## src/rtl/pipe_pkg.sv

```systemverilog
// Shared definitions for the pipeline stage register.
//   pipe_state_t : stage fill state (EMPTY / ONE / FULL)
//   OCC_*        : occupancy encodings driven on the occupancy port
//   occ_of()     : maps a stage state to its occupancy encoding
package pipe_pkg;

  typedef enum logic [1:0] {
    ST_EMPTY = 2'd0,
    ST_ONE   = 2'd1,
    ST_FULL  = 2'd2
  } pipe_state_t;

  localparam logic [1:0] OCC_EMPTY = 2'd0;
  localparam logic [1:0] OCC_ONE   = 2'd1;
  localparam logic [1:0] OCC_FULL  = 2'd2;

  function automatic logic [1:0] occ_of(input pipe_state_t s);
    logic [1:0] occ;
    occ = OCC_EMPTY;
    case (s)
      ST_ONE:  occ = OCC_ONE;
      ST_FULL: occ = OCC_FULL;
      default: occ = OCC_EMPTY;
    endcase
    return occ;
  endfunction

endpackage

```

## src/rtl/pipe_stage_reg_sat_counter.sv

```systemverilog
// Saturating up-counter, reusable for performance monitoring.
//   clk : rising-edge clock
//   clr : synchronous clear, has priority over en
//   en  : count enable; increments by one per enabled edge
//   cnt : current count, sticks at all-ones (never wraps)
module sat_counter #(
  parameter int W = 16
) (
  input  logic         clk,
  input  logic         clr,
  input  logic         en,
  output logic [W-1:0] cnt
);

  localparam logic [W-1:0] INC = W'(1);

  always_ff @(posedge clk) begin
    if (clr) begin
      cnt <= '0;
    end else if (en && (cnt != '1)) begin
      cnt <= cnt + INC;
    end
  end

endmodule

```

## src/rtl/pipe_stage_reg.sv

```systemverilog
// Pipeline stage register with a valid/ready handshake and a two-entry skid
// buffer (main + skid), plus a saturating stall-cycle counter.
//
// Handshake: a transfer happens on a rising edge where valid & ready are both
// high on that side. in_ready and out_valid are decoded from the state
// register only, so neither depends combinationally on any input. While
// in_ready is low, upstream must keep in_valid high and in_data stable.
//
// Ports:
//   clk, rst            : clock, synchronous active-high reset
//   flush               : synchronous discard of all held entries
//   in_valid/in_ready   : upstream handshake, in_data payload
//   out_valid/out_ready : downstream handshake, out_data = main register
//   occupancy           : entries held (0, 1, 2); also exposes the FSM state
//   stall_cycles        : saturating count of out_valid & !out_ready edges
`ifndef WORD_SIZE
`define WORD_SIZE 32
`endif

module pipe_stage_reg
  import pipe_pkg::*;
#(
  parameter int               WIDTH     = `WORD_SIZE,
  parameter logic [WIDTH-1:0] RESET_VAL = '0,
  parameter int               CNT_W     = 16
) (
  input  logic             clk,
  input  logic             rst,
  input  logic             flush,
  input  logic             in_valid,
  output logic             in_ready,
  input  logic [WIDTH-1:0] in_data,
  output logic             out_valid,
  input  logic             out_ready,
  output logic [WIDTH-1:0] out_data,
  output logic [1:0]       occupancy,
  output logic [CNT_W-1:0] stall_cycles
);

  pipe_state_t      state, state_n;
  logic [WIDTH-1:0] main_q, main_n;
  logic [WIDTH-1:0] skid_q, skid_n;
  logic             in_fire, out_fire;

  assign in_ready  = (state != ST_FULL);
  assign out_valid = (state != ST_EMPTY);
  assign out_data  = main_q;
  assign occupancy = occ_of(state);

  assign in_fire  = in_valid & in_ready;
  assign out_fire = out_valid & out_ready;

  always_comb begin
    state_n = state;
    main_n  = main_q;
    skid_n  = skid_q;
    case (state)
      ST_EMPTY: begin
        if (in_fire) begin
          state_n = ST_ONE;
          main_n  = in_data;
        end
      end
      ST_ONE: begin
        if (in_fire && out_fire) begin
          main_n = in_data;
        end else if (in_fire) begin
          // Downstream stalled: park the new word behind main.
          state_n = ST_FULL;
          skid_n  = in_data;
        end else if (out_fire) begin
          state_n = ST_EMPTY;
        end
      end
      ST_FULL: begin
        // in_ready is low here, so in_data is never captured.
        if (out_fire) begin
          state_n = ST_ONE;
          main_n  = skid_q;
        end
      end
      default: state_n = ST_EMPTY;
    endcase
  end

  always_ff @(posedge clk) begin
    if (rst || flush) begin
      state  <= ST_EMPTY;
      main_q <= RESET_VAL;
      skid_q <= RESET_VAL;
    end else begin
      state  <= state_n;
      main_q <= main_n;
      skid_q <= skid_n;
    end
  end

  // Only rst clears the counter; the flush cycle still counts a stall seen
  // in the pre-flush state.
  sat_counter #(
    .W (CNT_W)
  ) u_stall_cnt (
    .clk (clk),
    .clr (rst),
    .en  (out_valid & ~out_ready),
    .cnt (stall_cycles)
  );

  a_in_hold: assert property (@(posedge clk) disable iff (rst || flush)
    (in_valid && !in_ready) |=> (in_valid && $stable(in_data)));

  a_state_legal: assert property (@(posedge clk) disable iff (rst)
    (state inside {ST_EMPTY, ST_ONE, ST_FULL}));

endmodule

```

## config.mk

```make
export PLATFORM = sky130hd
export DESIGN_NAME = pipe_stage_reg
export DESIGN_NICKNAME = d
export VERILOG_FILES = /design/src/rtl/pipe_pkg.sv /design/src/rtl/pipe_stage_reg_sat_counter.sv /design/src/rtl/pipe_stage_reg.sv
export SDC_FILE = /design/constraint.sdc
export NUM_CORES = 1
export LEC_CHECK = 0
export ABC_CLOCK_PERIOD_IN_PS = 1770
export BUFFER_PORTS_ARGS = -buffer_cell sky130_fd_sc_hd__buf_4
export CORE_ASPECT_RATIO = 0.8
export CORE_MARGIN = 1
export CORE_UTILIZATION = 47
export DETAILED_ROUTE_END_ITERATION = 8
export PLACE_DENSITY_LB_ADDON = 0.2
export REMOVE_ABC_BUFFERS = 1
export SYNTH_ARGS = -nofsm -noshare
export SYNTH_HDL_FRONTEND = slang
export SYNTH_SLANG_ARGS = --single-unit
```

## constraint.sdc

```tcl
create_clock -name clk -period 1.77 [get_ports clk]
set_input_delay 0.0885 -clock clk [delete_from_list [all_inputs] [get_ports clk]]
set_output_delay 0.0885 -clock clk [all_outputs]
set_load 0.02 [all_outputs]
```

# == Yosys cells after proc, flatten, opt, wreduce, memory -nomap -nowiden ==
# Index checks and enable logic that the tools add are counted.
# Widths: inputs -> output; s select.
# word_totals
out_inout_bits,52
in_bits,37
elab_cells,39
reg_bits,82
# op_classes
reduce_logical,9
n_eq_ne,9
n_addsub,1
muxes,11
bitwise,5
# op_table
operator,n
$mux 32,3
$pmux 32 s3,1
$add 16x1->16 const B,1
$ne 16x16->1 const B,1
$mux 2,5
$ne 2x2->1 const B,5
$reduce_and 4->1,2
$pmux 2 s3,1
$pmux 2 s2,1
$and 1x1->1,3
$ne 3x3->1 const B,1
$reduce_and 3->1,1
$reduce_bool 3->1,1
$eq 2x1->1 const B,1
$eq 2x2->1 const B,1
$logic_and 1x1->1,2
$logic_not 2->1,1
$not 1->1,2
$reduce_bool 2->1,1
$logic_or 1x1->1,1

# == Longest topological paths before layout ==
# logic_depth
depth_word,6
ltp_mapped,7
depth_no_buf,5

# == Hierarchy ==
# From an unflattened synthesis, not the netlist that was laid out.
# unflattened
cells_unflattened,409
area_unflattened_um2,3843.7
# by_module_without_submodules
mod,area_per_inst_um2,cells_per_inst,seq_area_each_um2,n_inst
pipe_stage_reg,2995.4,310,1321.3,1
sat_counter,848.3,99,320.3,1

# == Worst setup path after synthesis ==
# Ideal clock, no wire load.
# synth_timing
kind,flip-flop to flip-flop
start,reg u_stall_cnt.cnt[0]
end,reg u_stall_cnt.cnt[1]
stages_incl_launch_ff,7
setup_slack_ns,-0.296
synth_period_minus_slack_ns,2.066
path_buffers,1
required_ns,1.642
setup_ns,0.128
arrival_ns,1.938
path_cell_list,dfxtp_1 -> ha_1 -> nand4_1 -> o41ai_1 -> buf_2 -> mux2i_1 -> nor2_1
# synth_between
elab_chain_cells,2
elab_cells_between_ends,3
classes_between,add/sub (1); eq/ne (1); reduce/logical (1)
# synth_lines
element,line_no,rtl
start: declaration,pipe_stage_reg_sat_counter.sv:12,output logic [W-1:0] cnt
start signal: assignment,pipe_stage_reg_sat_counter.sv:21,cnt <= cnt + INC;
"parallel branches: the longest is 2 deep, another holds $add 16x1->16",-,
# Parallel ways; which one is timed is not known.
# A chain may end at the register's enable or synchronous reset.

# == Final worst setup path ==
# layout_timing
start,reg u_stall_cnt.cnt[1]
end,reg u_stall_cnt.cnt[6]
# The elaborated chain is that of the path after synthesis.

==> results.sh <==
export IMPL_dp_cells=574
export IMPL_vias=3301
export IMPL_crit_end="u_stall_cnt.cnt[6]"
export IMPL_p_clk_frac=0.357
export IMPL_yosysSeqAreaShare=0.480
export IMPL_track_usage=0.227
export IMPL_die_x_microns=97.3
export IMPL_clkLatencyLatePin_ns=0.35
export IMPL_period_needed_ns=1.74
export IMPL_vias_per_cell=5.29
export IMPL_tightest_slew_ns=0.669
export IMPL_hold_viol_final=0
export IMPL_path_delay_family="simple AND/OR/NAND/NOR gates"
export IMPL_fmax_mhz=573
export IMPL_regArea_sq_um=1650
export IMPL_htree_levels=3
export IMPL_multiInputGateArea_sq_um=1730
export IMPL_p_seq_frac=0.514
export IMPL_timing_setup_tns_ns=0
export IMPL_hold_slack_ns=0.0195
export IMPL_fin_cells=624
export IMPL_syn_instance_count=397
export IMPL_cts_root_buffer="clkbuf_8"
export IMPL_place_port_buffers=88
export IMPL_p_comb_frac=0.129
export IMPL_hp_class="input port to register"
export IMPL_rrSetupSlack_ns=0.03
export IMPL_total_power_mw=3.73
export IMPL_cts_buffer_depth=2
export IMPL_globalRouteOverflowTotal=0
export IMPL_nNetsFinal=570
export IMPL_synth_edff_count=0
export IMPL_startpoint="u_stall_cnt.cnt[1]"
export IMPL_hpwlAfterDp_microns=5430
export IMPL_slew_limit_headroom=0.554
export IMPL_p_int_mw=2.78
export IMPL_grt_first_pass_wirelength_microns=14000
export IMPL_syn_avg_cell_area_sq_um=8.61
export IMPL_coreArea_sq_um=6960
export IMPL_p_leak_nw=2.16
export IMPL_fin_skew_ns=0.0110
export IMPL_p_sw_frac=0.255
export IMPL_drt_iter0_markers=167
export IMPL_io_pins=89
export IMPL_cp_cell_sequence="ha_4, nand4_1, buf_4, or3_4, or3_1, a21oi_2"
export IMPL_end_kind="register"
export IMPL_dieHeight_microns=78.3
export IMPL_fillCellCount=552
export IMPL_critPathMaxStageDelay_ns=0.40
export IMPL_path_buf_inv=1
export IMPL_cts_buffers=9
export IMPL_drive_above_1_share=0.305
export IMPL_gp_routability_congestion=0.874
export IMPL_cp_depth=6
export IMPL_synthArstFlopShare=0
export IMPL_r2r_end="u_stall_cnt.cnt[6]"
export IMPL_clkTransAtPathRegs_ns=0.08
export IMPL_drt_wl_total_microns=8760
export IMPL_drv_slew=0
export IMPL_required_ns=2.05
export IMPL_rows=27
export IMPL_grt_max_degree=67
export IMPL_ys_ff_latch=82
export IMPL_start_util=0.491
export IMPL_rr_worst_depth=6
export IMPL_powerDensity_nw_per_um2=756
export IMPL_ant_nets=0
export IMPL_critPathKind="register to register"
export IMPL_ys_types=37
export IMPL_placed_area_sq_um=4340
export IMPL_timing_rr_start="u_stall_cnt.cnt[1]"
export IMPL_dr_pass1_iters=4
export IMPL_vdd_drop_max_v=0.000560
export IMPL_drc=0
export IMPL_grt_pass1_vias=3072
export IMPL_status="finished, final reports clean"
export IMPL_syn2layout_area_growth_pct=44.1
export IMPL_setup_viol=0
export IMPL_max_cap_violations=0
export IMPL_critPathMaxFanout=5
export IMPL_clkSinkCount=82
export IMPL_worst_ep_arrival_time_ns=2.02
export IMPL_antenna_found_initial=0
export IMPL_finalInstanceArea_sq_um=4930
export IMPL_cts_tree="built"
export IMPL_synth_area_sq_um=3420
export IMPL_antennaDiodeCount=0
export IMPL_synthFlopType="dfxtp_1"
export IMPL_finalCritPeriodShare=0.985
export IMPL_synth_warnings=0
export IMPL_cp_start_kind="register"
export IMPL_wl_per_cell_microns=14.0
export IMPL_slowest_stage="or3_4"
export IMPL_p_sw_mw=0.950
export IMPL_dieArea_sq_um=7620
==> Yosys cell counts (all sizes together) (5+ instances only) <==
master | instances | area share
a211oi | 33 | 0.072
o21ai | 7 | 0.010
nand3 | 5 | 0.0088
nor2 | 41 | 0.045
dfxtp | 82 | 0.48
a21oi | 42 | 0.061
or3 | 9 | 0.016
clkbuf | 20 | 0.022
nand2 | 70 | 0.077
buf | 8 | 0.012
nand4 | 5 | 0.0092
mux2i | 34 | 0.10
==> per-layer routing <==
layer | track usage | share of wire
met1 | 0.286 | 0.44
met4 | 0.0868 | 0.018
met2 | 0.377 | 0.48
met3 | 0.0588 | 0.054
met5 | 0 | 0
==> per-stage QoR <==
step                      setup slack, ns   util
after floorplan                     -1.46      -
after global routing              -0.0232  0.708
after detailed placement          -0.0126  0.623
after global placement             0.0299  0.623
after CTS                        0.000941  0.697
final                              0.0257  0.708
==> sequential cells by signal, summed over array words and instances (netlist names) <==
name,count
out_data,32
skid_q,32
state,2
u_stall_cnt.cnt,16
==> worst register-to-register path: stages, from the launching register on <==
cell	delay, ns
dfxtp_2	0.38
ha_4	0.14
nand4_1	0.07
buf_4	0.17
or3_4	0.41
or3_1	0.40
a21oi_2	0.13
==> cell type report <==
cell class	instances	area share
clock inverters	6	0.0132
repair buffers	152	0.249
flip-flops and latches	82	0.335
multi-input cells	283	0.351
well taps	87	0.0221
clock buffers	10	0.0259
inverters	4	0.00305
==> what timing repair did <==
| item | in CTS | in global routing |
|---|---|---|
| pin swaps | 1 | 5 |
| hold buffers | 31 | 0 |
| setup buffers | 1 | 1 |
| gates resized for setup | 2 | 18 |
| endpoints found under the setup margin | 6 | 16 |
| cloned | 0 | 1 |
| hold endpoints to repair | 31 | 0 |
==> kinds of logic after synthesis <==
| logic type | share of synthesized area |
|---|---|
| and+or+nand+nor | 0.203 |
| AOI/OAI and AO/OA | 0.173 |
| DFF | 0.480 |
| muxes | 0.0996 |
| buffers and inverters | 0.0381 |
| xor gates and xnor gates | 0.00256 |
| adders and majority gates | 0.00366 |
==> power groups by stage <==
stage	logic, mW	clock network [mW]	registers [mW]
floorplan	0.163	0	2.01
global placement	0.414	0	1.96
detailed placement	0.420	0	1.96
CTS	0.477	1.37	1.91
global route	0.519	1.45	1.92
finish	0.480	1.33	1.92
==> cell usage in the layout, fill, tap and decap left out, types with 5 or more instances in the layout <==
master	synthesis	routed
a21oi_1	42	40
or3_1	9	7
clkbuf_8	0	9
nor2_1	41	40
dlygate4sd3_1	0	31
a211oi_1	33	33
nand2_1	70	70
dfxtp_2	0	7
dfxtp_1	82	75
nand4_1	5	5
mux2i_1	34	34
buf_4	2	119
o21ai_0	7	7
==> worst min path at each step <==
stage,from,to,slack [ns],cells past startpoint
6_report,in_data[0],skid_q[0],0.02,3
3_5_place_dp,out_ready,state[1],0.32,2
5_1_grt,in_data[0],skid_q[0],0.01,3
2_1_floorplan,rst,u_stall_cnt.cnt[11],0.16,1
3_3_place_gp,out_ready,state[1],0.32,2
4_1_cts,in_data[0],skid_q[0],0.004,3
(Power assumes the default switching activity.)
